**config.mk**
```make
export PLATFORM = sky130hd
export DESIGN_NAME = alu_control_sequencer
export DESIGN_NICKNAME = d
export VERILOG_FILES = /design/src/rtl/alu_control_sequencer.sv
export SDC_FILE = /design/constraint.sdc
export NUM_CORES = 1
export LEC_CHECK = 0
export BUFFER_PORTS_ARGS = -buffer_cell sky130_fd_sc_hd__buf_4
export CORE_AREA = 3 3 45 88
export CTS_CLUSTER_SIZE = 8
export DETAILED_ROUTE_END_ITERATION = 6
export DIE_AREA = 0 0 48 91
export PLACE_DENSITY_LB_ADDON = 0.12
export SLEW_MARGIN = 20
export SYNTH_ARGS = -nofsm -noshare
export SYNTH_HDL_FRONTEND = slang
export SYNTH_SLANG_ARGS = --single-unit
export TNS_END_PERCENT = 10
```
**constraint.sdc**
```tcl
create_clock -name Clock -period 1.99 [get_ports Clock]
set_input_delay 0.199 -clock Clock [delete_from_list [all_inputs] [get_ports Clock]]
set_output_delay 0.199 -clock Clock [all_outputs]
set_load 0.05 [all_outputs]
```
**src/rtl/alu_control_sequencer.sv**
```systemverilog
// Moore fetch / decode / register-register ALU execute sequencer driving the Datapath controls.
// Optional: define SEQ_FAST_DECODE_EN to drop the DEC cycle and decode IR while in T2.

module alu_control_sequencer #(
    parameter int OPW  = 5,
    parameter int SELW = 4,
    parameter int CNTW = 16
) (
    input  logic            Clock,
    input  logic            Reset,
    input  logic [31:0]     IR,
    input  logic            Stop,
    output logic            PC_Out,
    output logic            ZLO_Out,
    output logic            MDR_Out,
    output logic            MAR_In,
    output logic            PC_In,
    output logic            MDR_In,
    output logic            IR_In,
    output logic            Y_In,
    output logic            Z_In,
    output logic            IncPC,
    output logic            Read,
    output logic [SELW-1:0] CONTROL,
    output logic            Gra,
    output logic            Grb,
    output logic            Grc,
    output logic            R_In,
    output logic            R_Out,
    output logic            Run,
    output logic            Illegal,
    output logic [CNTW-1:0] Instr_Count
);

    typedef enum logic [3:0] {
        S_RST, S_T0, S_T1, S_T2, S_DEC, S_T3, S_T4, S_T5, S_HALT
    } state_e;

    typedef struct packed {
        logic pc_out;
        logic zlo_out;
        logic mdr_out;
        logic mar_in;
        logic pc_in;
        logic mdr_in;
        logic ir_in;
        logic y_in;
        logic z_in;
        logic inc_pc;
        logic read;
        logic gra;
        logic grb;
        logic grc;
        logic r_in;
        logic r_out;
        logic run;
    } ctrl_t;

    localparam logic [OPW-1:0] OP_ADD  = OPW'(5'b00011);
    localparam logic [OPW-1:0] OP_SUB  = OPW'(5'b00100);
    localparam logic [OPW-1:0] OP_AND  = OPW'(5'b00101);
    localparam logic [OPW-1:0] OP_OR   = OPW'(5'b00110);
    localparam logic [OPW-1:0] OP_SHR  = OPW'(5'b00111);
    localparam logic [OPW-1:0] OP_SHL  = OPW'(5'b01000);
    localparam logic [OPW-1:0] OP_NOP  = OPW'(5'b11010);
    localparam logic [OPW-1:0] OP_HALT = OPW'(5'b11011);

    state_e          state_q, state_d;
    ctrl_t           ctrl_q;
    logic [SELW-1:0] control_q;
    logic [CNTW-1:0] cnt_q;
    logic [OPW-1:0]  opcode;
    logic            illegal_op;
    logic            unused_ir_fields;

    assign opcode = IR[31 -: OPW];
    // Register fields are decoded by the Datapath via Gra/Grb/Grc, not here.
    assign unused_ir_fields = ^IR[31-OPW:0];

    function automatic logic [SELW-1:0] alu_sel(input logic [OPW-1:0] op);
        logic [SELW-1:0] sel;
        sel = '0;
        case (op)
            OP_ADD:  sel = SELW'(1);
            OP_SUB:  sel = SELW'(2);
            OP_AND:  sel = SELW'(3);
            OP_OR:   sel = SELW'(4);
            OP_SHR:  sel = SELW'(5);
            OP_SHL:  sel = SELW'(6);
            default: sel = '0;
        endcase
        return sel;
    endfunction

    function automatic state_e decode_next(input logic [OPW-1:0] op, input logic stop);
        state_e nxt;
        if (alu_sel(op) != '0)  nxt = S_T3;
        else if (op == OP_NOP)  nxt = stop ? S_HALT : S_T0;
        else if (op == OP_HALT) nxt = S_HALT;
        else                    nxt = S_T0;
        return nxt;
    endfunction

    function automatic ctrl_t decode_ctrl(input state_e s);
        ctrl_t c;
        c     = '0;
        c.run = (s != S_RST) && (s != S_HALT);
        case (s)
            S_T0: begin c.pc_out  = 1'b1; c.mar_in = 1'b1; c.inc_pc = 1'b1; c.z_in   = 1'b1; end
            S_T1: begin c.zlo_out = 1'b1; c.pc_in  = 1'b1; c.read   = 1'b1; c.mdr_in = 1'b1; end
            S_T2: begin c.mdr_out = 1'b1; c.ir_in  = 1'b1; end
            S_T3: begin c.grb     = 1'b1; c.r_out  = 1'b1; c.y_in   = 1'b1; end
            S_T4: begin c.grc     = 1'b1; c.r_out  = 1'b1; c.z_in   = 1'b1; end
            S_T5: begin c.zlo_out = 1'b1; c.gra    = 1'b1; c.r_in   = 1'b1; end
            default: ;
        endcase
        return c;
    endfunction

    assign illegal_op = (alu_sel(opcode) == '0) && (opcode != OP_NOP) && (opcode != OP_HALT);

    // NOTE: Reset is folded into state_d, so every register derived from it clears in the same edge.
    always_comb begin
        state_d = state_q;
        if (Reset) begin
            state_d = S_RST;
        end else begin
            case (state_q)
                S_RST:  state_d = S_T0;
                S_T0:   state_d = S_T1;
                S_T1:   state_d = S_T2;
`ifdef SEQ_FAST_DECODE_EN
                S_T2:   state_d = decode_next(opcode, Stop);
`else
                S_T2:   state_d = S_DEC;
`endif
                S_DEC:  state_d = decode_next(opcode, Stop);
                S_T3:   state_d = S_T4;
                S_T4:   state_d = S_T5;
                S_T5:   state_d = Stop ? S_HALT : S_T0;
                S_HALT: state_d = S_HALT;
                default: state_d = S_RST;
            endcase
        end
    end

    // NOTE: Outputs are registered from the next state, so they are glitch-free functions of state_q.
    always_ff @(posedge Clock) begin
        state_q   <= state_d;
        ctrl_q    <= decode_ctrl(state_d);
        control_q <= (state_d == S_T4) ? alu_sel(opcode) : '0;
        if (Reset) begin
            cnt_q <= '0;
        end else if (state_q == S_T5) begin
            cnt_q <= cnt_q + CNTW'(1);
        end
    end

`ifdef SEQ_FAST_DECODE_EN
    logic illegal_q;

    // IR is only guaranteed during T2 here, so the flag is captured and shown one cycle later.
    always_ff @(posedge Clock) begin
        if (Reset) illegal_q <= 1'b0;
        else       illegal_q <= (state_q == S_T2) && illegal_op;
    end

    assign Illegal = illegal_q;
`else
    assign Illegal = (state_q == S_DEC) && illegal_op;
`endif

    assign PC_Out      = ctrl_q.pc_out;
    assign ZLO_Out     = ctrl_q.zlo_out;
    assign MDR_Out     = ctrl_q.mdr_out;
    assign MAR_In      = ctrl_q.mar_in;
    assign PC_In       = ctrl_q.pc_in;
    assign MDR_In      = ctrl_q.mdr_in;
    assign IR_In       = ctrl_q.ir_in;
    assign Y_In        = ctrl_q.y_in;
    assign Z_In        = ctrl_q.z_in;
    assign IncPC       = ctrl_q.inc_pc;
    assign Read        = ctrl_q.read;
    assign Gra         = ctrl_q.gra;
    assign Grb         = ctrl_q.grb;
    assign Grc         = ctrl_q.grc;
    assign R_In        = ctrl_q.r_in;
    assign R_Out       = ctrl_q.r_out;
    assign Run         = ctrl_q.run;
    assign CONTROL     = control_q;
    assign Instr_Count = cnt_q;

endmodule

```
# Word level (Yosys, flattened, before mapping)
# Index checks and enable logic that the tools add are counted.
[word_totals] register_bits=36 inputBits=35 output_inout_bits=38 wordCells=71
[op_classes] add_sub_neg=1 eq_ne=25 mux=19 n_reduce_logical=11
[ops] operator="4-bit one-hot mux with 9 select lines" n=1
[ops] operator="4-bit by 3-bit == test with 1-bit output, second input constant" n=7
[ops] operator="4-bit two-way mux" n=7
[ops] operator="5-bit by 3-bit == test with 1-bit output, second input constant" n=4
[ops] operator="3-bit one-hot mux with 6 select lines" n=1
[ops] operator="16-bit by 1-bit adder with 16-bit output, second input constant" n=1
[ops] operator="4-bit by 2-bit == test with 1-bit output, second input constant" n=4
[ops] operator="5-bit == test, second input constant" n=2
[ops] operator="5-bit inequality test, second input constant" n=2
[ops] operator="1-bit two-way mux" n=9
[ops] operator="4-bit by 1-bit == test with 1-bit output, second input constant" n=2
[ops] operator="4-bit zero test" n=2
[ops] operator="4-bit nonzero test" n=2
[ops] operator="2-bit OR reduction" n=3
[ops] operator="5-bit by 2-bit == test with 1-bit output, second input constant" n=1
[ops] operator="5-bit by 4-bit == test with 1-bit output, second input constant" n=1
[ops] operator="4-bit == test, second input constant" n=1
[ops] operator="1-bit logical AND" n=4
[ops] operator="4-bit inequality test, second input constant" n=1
[ops] operator="2-bit two-way mux" n=1

# Depth between registers and ports, before layout
# Gate-level depths: netlist of the first run.
[depth] word_depth=11 ltp_mapped=7 mapped_depth_nobuf=5

# Least setup slack after synthesis of the first run
# Ideal clock, no wire load.
[synth_path] path_kind="flip-flop to output port" start="reg state_q[1]" end="out Illegal" arrival_time_ns=2.352 required_time_ns=1.791 slack_ns=-0.561 stages_incl_launch_ff=4 path_buffers=1 cell_sequence="dfxtp_1 clkbuf_1 or2_2 nor4_1"
[synth_between] elab_chain_len=2
[synth_rtl] item="start: declaration" line="68" rtl="state_e state_q, state_d;"
[synth_rtl] item="start signal: assignment" line="149" rtl="state_q <= state_d;"
[synth_rtl] item="4-bit by 3-bit == test with 1-bit output" line="170" rtl="assign Illegal = (state_q == S_DEC) && illegal_op;"
[synth_rtl] item="1-bit logical AND" line="170"
[synth_rtl] item="end: declaration" line="31" rtl="output logic Illegal,"
# Every way passes these cells.

# Worst setup path in the final report of the first run
# Ends and elaborated chain as after synthesis.

==> reports/qor.yml, run 1 <==
start_kind: "flop"
grt_use_total: 0.180
antenna_found_initial: 0
cp_data_required_time_ns: 1.79
grt_pass1_vias: 1357
rows: 30
fin_nets: 249
placed_area_um2: 1840
place_worst_setup_slack_ns: 0.213
gr-total-overflow: 0
multi_input_area_um2: 736
grt_pass1_wl_um: 5760
ys_seq_elements: 33
drv_cap: 0
final-hold-violation-count: 0
synthesis.nets: 209
dpl.hpwl_um: 2670
drive_gt1_frac: 0.300
finalWorstSetupSlack_ns: 0.179
place_congestion: 0.810
clk_latency_ns: 0.28
setup_tns_ns: 0
wl_per_cell_um: 13.8
leakage_nw: 0.817
ctsHoldBuffers: 0
worstPathMaxFanout: 10
layout_common_cells: "buf_4 (49), dfxtp_1 (33), nor2_1 (13)"
io_buffers: 44
cts_setup_buffers: 0
synth_flop_cell: "dfxtp_1"
skew_ns: 0.00429
drc: 0
core_area_um2: 3380
setup_viol: 0
worst_hold_path_type: "input pin to flop"
drt-vias-per-instance: 5.62
regArea_um2: 661
yosysSeqAreaShare: 0.430
syn_area_um2: 1540
fillerInstances: 336
worst_slew_pin_slew_ns: 0.557
slew-limit-headroom: 0.624
ios: 73
grt_max_degree: 25
critPathArrivalTime_ns: 1.61
yosysWarnings: 0
htreeDepth: 2
final_area_um2: 1920
synth_edf_count: 0
drtAntennaViolNets: 0
power_density_nw_per_um2: 745
avgSynthCellArea_um2: 8.89
cts_max_path_buffers: 2
run_status: "finished clean"
syn_inst: 173
grt_setup_unrepaired: "no"
start_util: 0.455
post_cts_resize_count: 0
final_common_cell: "buf_4"
routed_wl_um: 3390
final.period_utilization: 0.910
synth.distinct_cells: 44
drt-initial-drc-count: 34
critPathKind: "flop to output pin"
drv_slew: 0
async_reset_ff_frac: 0
cp-end-kind: "output pin"
clk_pin_slew_worst_paths_ns: 0.06
fmax_mhz: 552
cts_sinks: 33
die_width_um: 48
fin_crit_ns: 1.81
cts_root_buf: "clkbuf_8"
syn_to_final_growth_pct: 25.1
diodes: 0
cts_buffers: 5
dieArea_um2: 4370
ir_worst_vdd_mv: 0.446
fp.dieH_um: 91
dr.pass1.iters: 4
dr_total_vias: 1376
cts_tree: "built"
[final cells by class]
| type | count | area share |
|---|---|---|
| multi-input combinational | 115 | 0.382 |
| sequential | 33 | 0.343 |
| timing repair buffer | 49 | 0.191 |
| clock buffer | 7 | 0.0449 |
| tap | 32 | 0.0208 |
| inverter | 9 | 0.0176 |
[synth_stat cells (3+ instances only)]
library cell / instances / area [um2]
xnor2_1: 3 / 26.3
or4_1: 7 / 52.6
nand2b_1: 3 / 18.8
nand2_1: 8 / 30.0
nor3_1: 11 / 55.1
nand4_1: 6 / 37.5
buf_6: 3 / 33.8
o31ai_1: 8 / 60.1
nor4_1: 4 / 25.0
buf_4: 8 / 60.1
inv_1: 8 / 30.0
nor2_1: 13 / 48.8
nand3_1: 5 / 25.0
clkbuf_1: 4 / 15.0
dfxtp_1: 33 / 661
a21oi_1: 12 / 60.1
or2_2: 3 / 18.8
[power breakdown]
group	switching [mW]	leakage, nW	internal (mW)
logic	0.165	0.505	0.0796
registers	0.0157	0.267	0.682
clock network	0.217	0.0443	0.274
total	0.399	0.817	1.04
[metal layers]
metal	wire length, um	part of all wire	up-vias	track usage
met5	0	0	-	0
met4	74	0.022	0	0.0989
met3	116	0.034	7	0.0476
met2	2060	0.61	25	0.325
met1	1130	0.33	651	0.161
li1	-	-	693	-
[state kept, by name, indices dropped and copies added (netlist names)]
name / count
CONTROL: 3
Grb: 1
Grc: 1
IR_In: 1
IncPC: 1
Instr_Count: 16
MDR_In: 1
R_In: 1
R_Out: 1
Run: 1
ZLO_Out: 1
Z_In: 1
state_q: 4
[through the flow]
step                      hold slack, ns  total power, mW  cells   util
after floorplan                    0.277            0.892    173      -
after global placement             0.413            0.958    238  0.544
after detailed placement           0.416            0.959    238  0.544
after CTS                          0.118             1.46    245  0.570
after global routing               0.126             1.51    245  0.570
final                              0.126             1.43    245  0.570
[critical path: stages, from the launching register on]
cell and delay, ns:
dfxtp_1 0.32, buf_4 0.17, or2_2 0.35, nor4_2 0.26, buf_4 0.24
[cell families (layout without fill, tap and decap cells)]
kind of cell	count (synthesis)	in the layout	synth area share
simple gates	73	73	0.277
compound gates	33	33	0.143
flops	33	33	0.430
buf+inv	25	65	0.0960
xor+xnor	5	5	0.0285
mux	2	2	0.0146
fa+ha+maj	1	1	0.00814
other cells	1	1	0.00244
[worst paths after layout]
kind                    from              end  slack [ns]  cells past startpoint
max               state_q[1]          Illegal        0.18                      4
min                   IR[31]       CONTROL[0]        0.13                      2
max reg2reg       state_q[2]   Instr_Count[7]        0.20                      4
min reg2reg  Instr_Count[12]  Instr_Count[12]        0.51                      2
(Power assumes the default switching activity.)
==> run 2: changes to the inputs <==
- CELL_PAD_IN_SITES_DETAIL_PLACEMENT: default -> 0
- CELL_PAD_IN_SITES_GLOBAL_PLACEMENT: default -> 2
- CORE_AREA: 3 3 45 88 -> 3 3 60 117
- DIE_AREA: 0 0 48 91 -> 0 0 63 120
==> reports/qor.yml, run 2 (synthesis results as in run 1) <==
cts_sinks: 33
pwr-share-comb: 0.140
setup_viol: 0
drc: 0
fin_nets: 252
skew_ns: 0.00686
clk_latency_ns: 0.28
r2r_start: "state_q[2]"
cts_root_buf: "clkbuf_16"
cts_tree: "built"
final_common_cell: "buf_4"
io_buffers: 44
crit_family: "simple AND/OR/NAND/NOR gates"
dieArea_um2: 7560
p_switching_mw: 0.462
setup_tns_ns: 0
grt_pass1_wl_um: 6740
largest_reg_flops: 16
start_kind: "flop"
cpPeakStageDelay_ns: 0.36
layout.cells.non_filler: 303
slowest_stage: "or2_2"
worst_hold_startpoint: "IR[28]"
grt_max_degree: 24
rrSetupSlack_ns: 0.18
grt_pass1_vias: 1466
rr_worst_depth: 4
swShare: 0.249
pwr-share-clk: 0.485
rows: 41
min_to: "CONTROL[1]"
gr-total-overflow: 0
worstPathMaxFanout: 10
drv_slew: 0
final_area_um2: 2100
htreeDepth: 2
cts_buffers: 5
antenna_found_initial: 0
ios: 73
syn_to_final_growth_pct: 36.6
cts_setup_buffers: 0
dr_total_vias: 1406
dp_cells: 295
power_density_nw_per_um2: 883
holdWs_ns: 0.133
drive_gt1_frac: 0.313
power.internal_mw: 1.39
final_util: 0.333
fp.dieH_um: 120
drt-vias-per-instance: 4.64
slew-limit-headroom: 0.493
worstReg2RegEnd: "Instr_Count[7]"
dpl.hpwl_um: 3260
ctsHoldBuffers: 0
cp_num_buf_inv: 2
die_width_um: 63
clk_pin_slew_worst_paths_ns: 0.05
fin_crit_ns: 1.81
layout_common_cells: "buf_4 (52), dfxtp_1 (33), nor2_1 (13)"
wl_per_cell_um: 13.5
ir_worst_vdd_mv: 0.406
final-hold-violation-count: 0
total_power_mw: 1.85
run_status: "finished clean"
final.period_utilization: 0.911
cts_max_path_buffers: 2
fillerInstances: 690
cp-end-kind: "output pin"
routed_wl_um: 4080
place_congestion: 0.807
multi_input_area_um2: 736
worst_slew_pin_slew_ns: 0.751
drv_cap: 0
start_util: 0.244
crit_chain: "buf_4 -> or2_2 -> nor4_2 -> buf_4"
core_area_um2: 6310
grt_setup_unrepaired: "no"
worst_hold_path_type: "input pin to flop"
finalWorstSetupSlack_ns: 0.176
grt_use_total: 0.115
fmax_mhz: 551
cp_common_cell: "buf_4"
diodes: 0
seqPwrFrac: 0.375
leakage_nw: 0.871
min_path_cells: 2
regArea_um2: 661
drtAntennaViolNets: 0
drt-initial-drc-count: 70
critPathArrivalTime_ns: 1.61
post_cts_resize_count: 0
cp_data_required_time_ns: 1.79
placed_area_um2: 1930
critPathKind: "flop to output pin"
place_worst_setup_slack_ns: 0.182
dr.pass1.iters: 4
==> run 2: power by group through the flow <==
stage / registers, mW / clock network, mW / logic (mW)
after floorplan: 0.758 / 0 / 0.133
after global placement: 0.709 / 0 / 0.263
after detailed placement: 0.710 / 0 / 0.263
after CTS: 0.696 / 0.925 / 0.263
after global routing: 0.698 / 0.958 / 0.279
final: 0.695 / 0.899 / 0.260
==> run 2: area by class of cell <==
cell class                 instances  share of cell area
inverter                           9              0.0161
clock buffer                       7              0.0679
tap                               86              0.0512
multi-input combinational        115               0.350
sequential                        33               0.314
timing repair buffer              52               0.186
clock inverter                     1              0.0143
==> run 2: worst max-delay path by stage <==
stage | from | end | cells after the start
after global routing | state_q[2] | Instr_Count[11] | 4
after global placement | IR[29] | Run | 6
after CTS | state_q[1] | Illegal | 4
after detailed placement | IR[29] | Run | 6
final | state_q[1] | Illegal | 4
after floorplan | state_q[1] | Illegal | 3
==> run 2: per-layer routing <==
metal	vias up	global-route usage	wire [um]	share of wire
li1	704	-	-	-
met2	23	0.235	2570	0.63
met1	672	0.0935	1290	0.32
met4	0	0.0636	93	0.023
met3	7	0.0281	123	0.030
met5	-	0	0	0
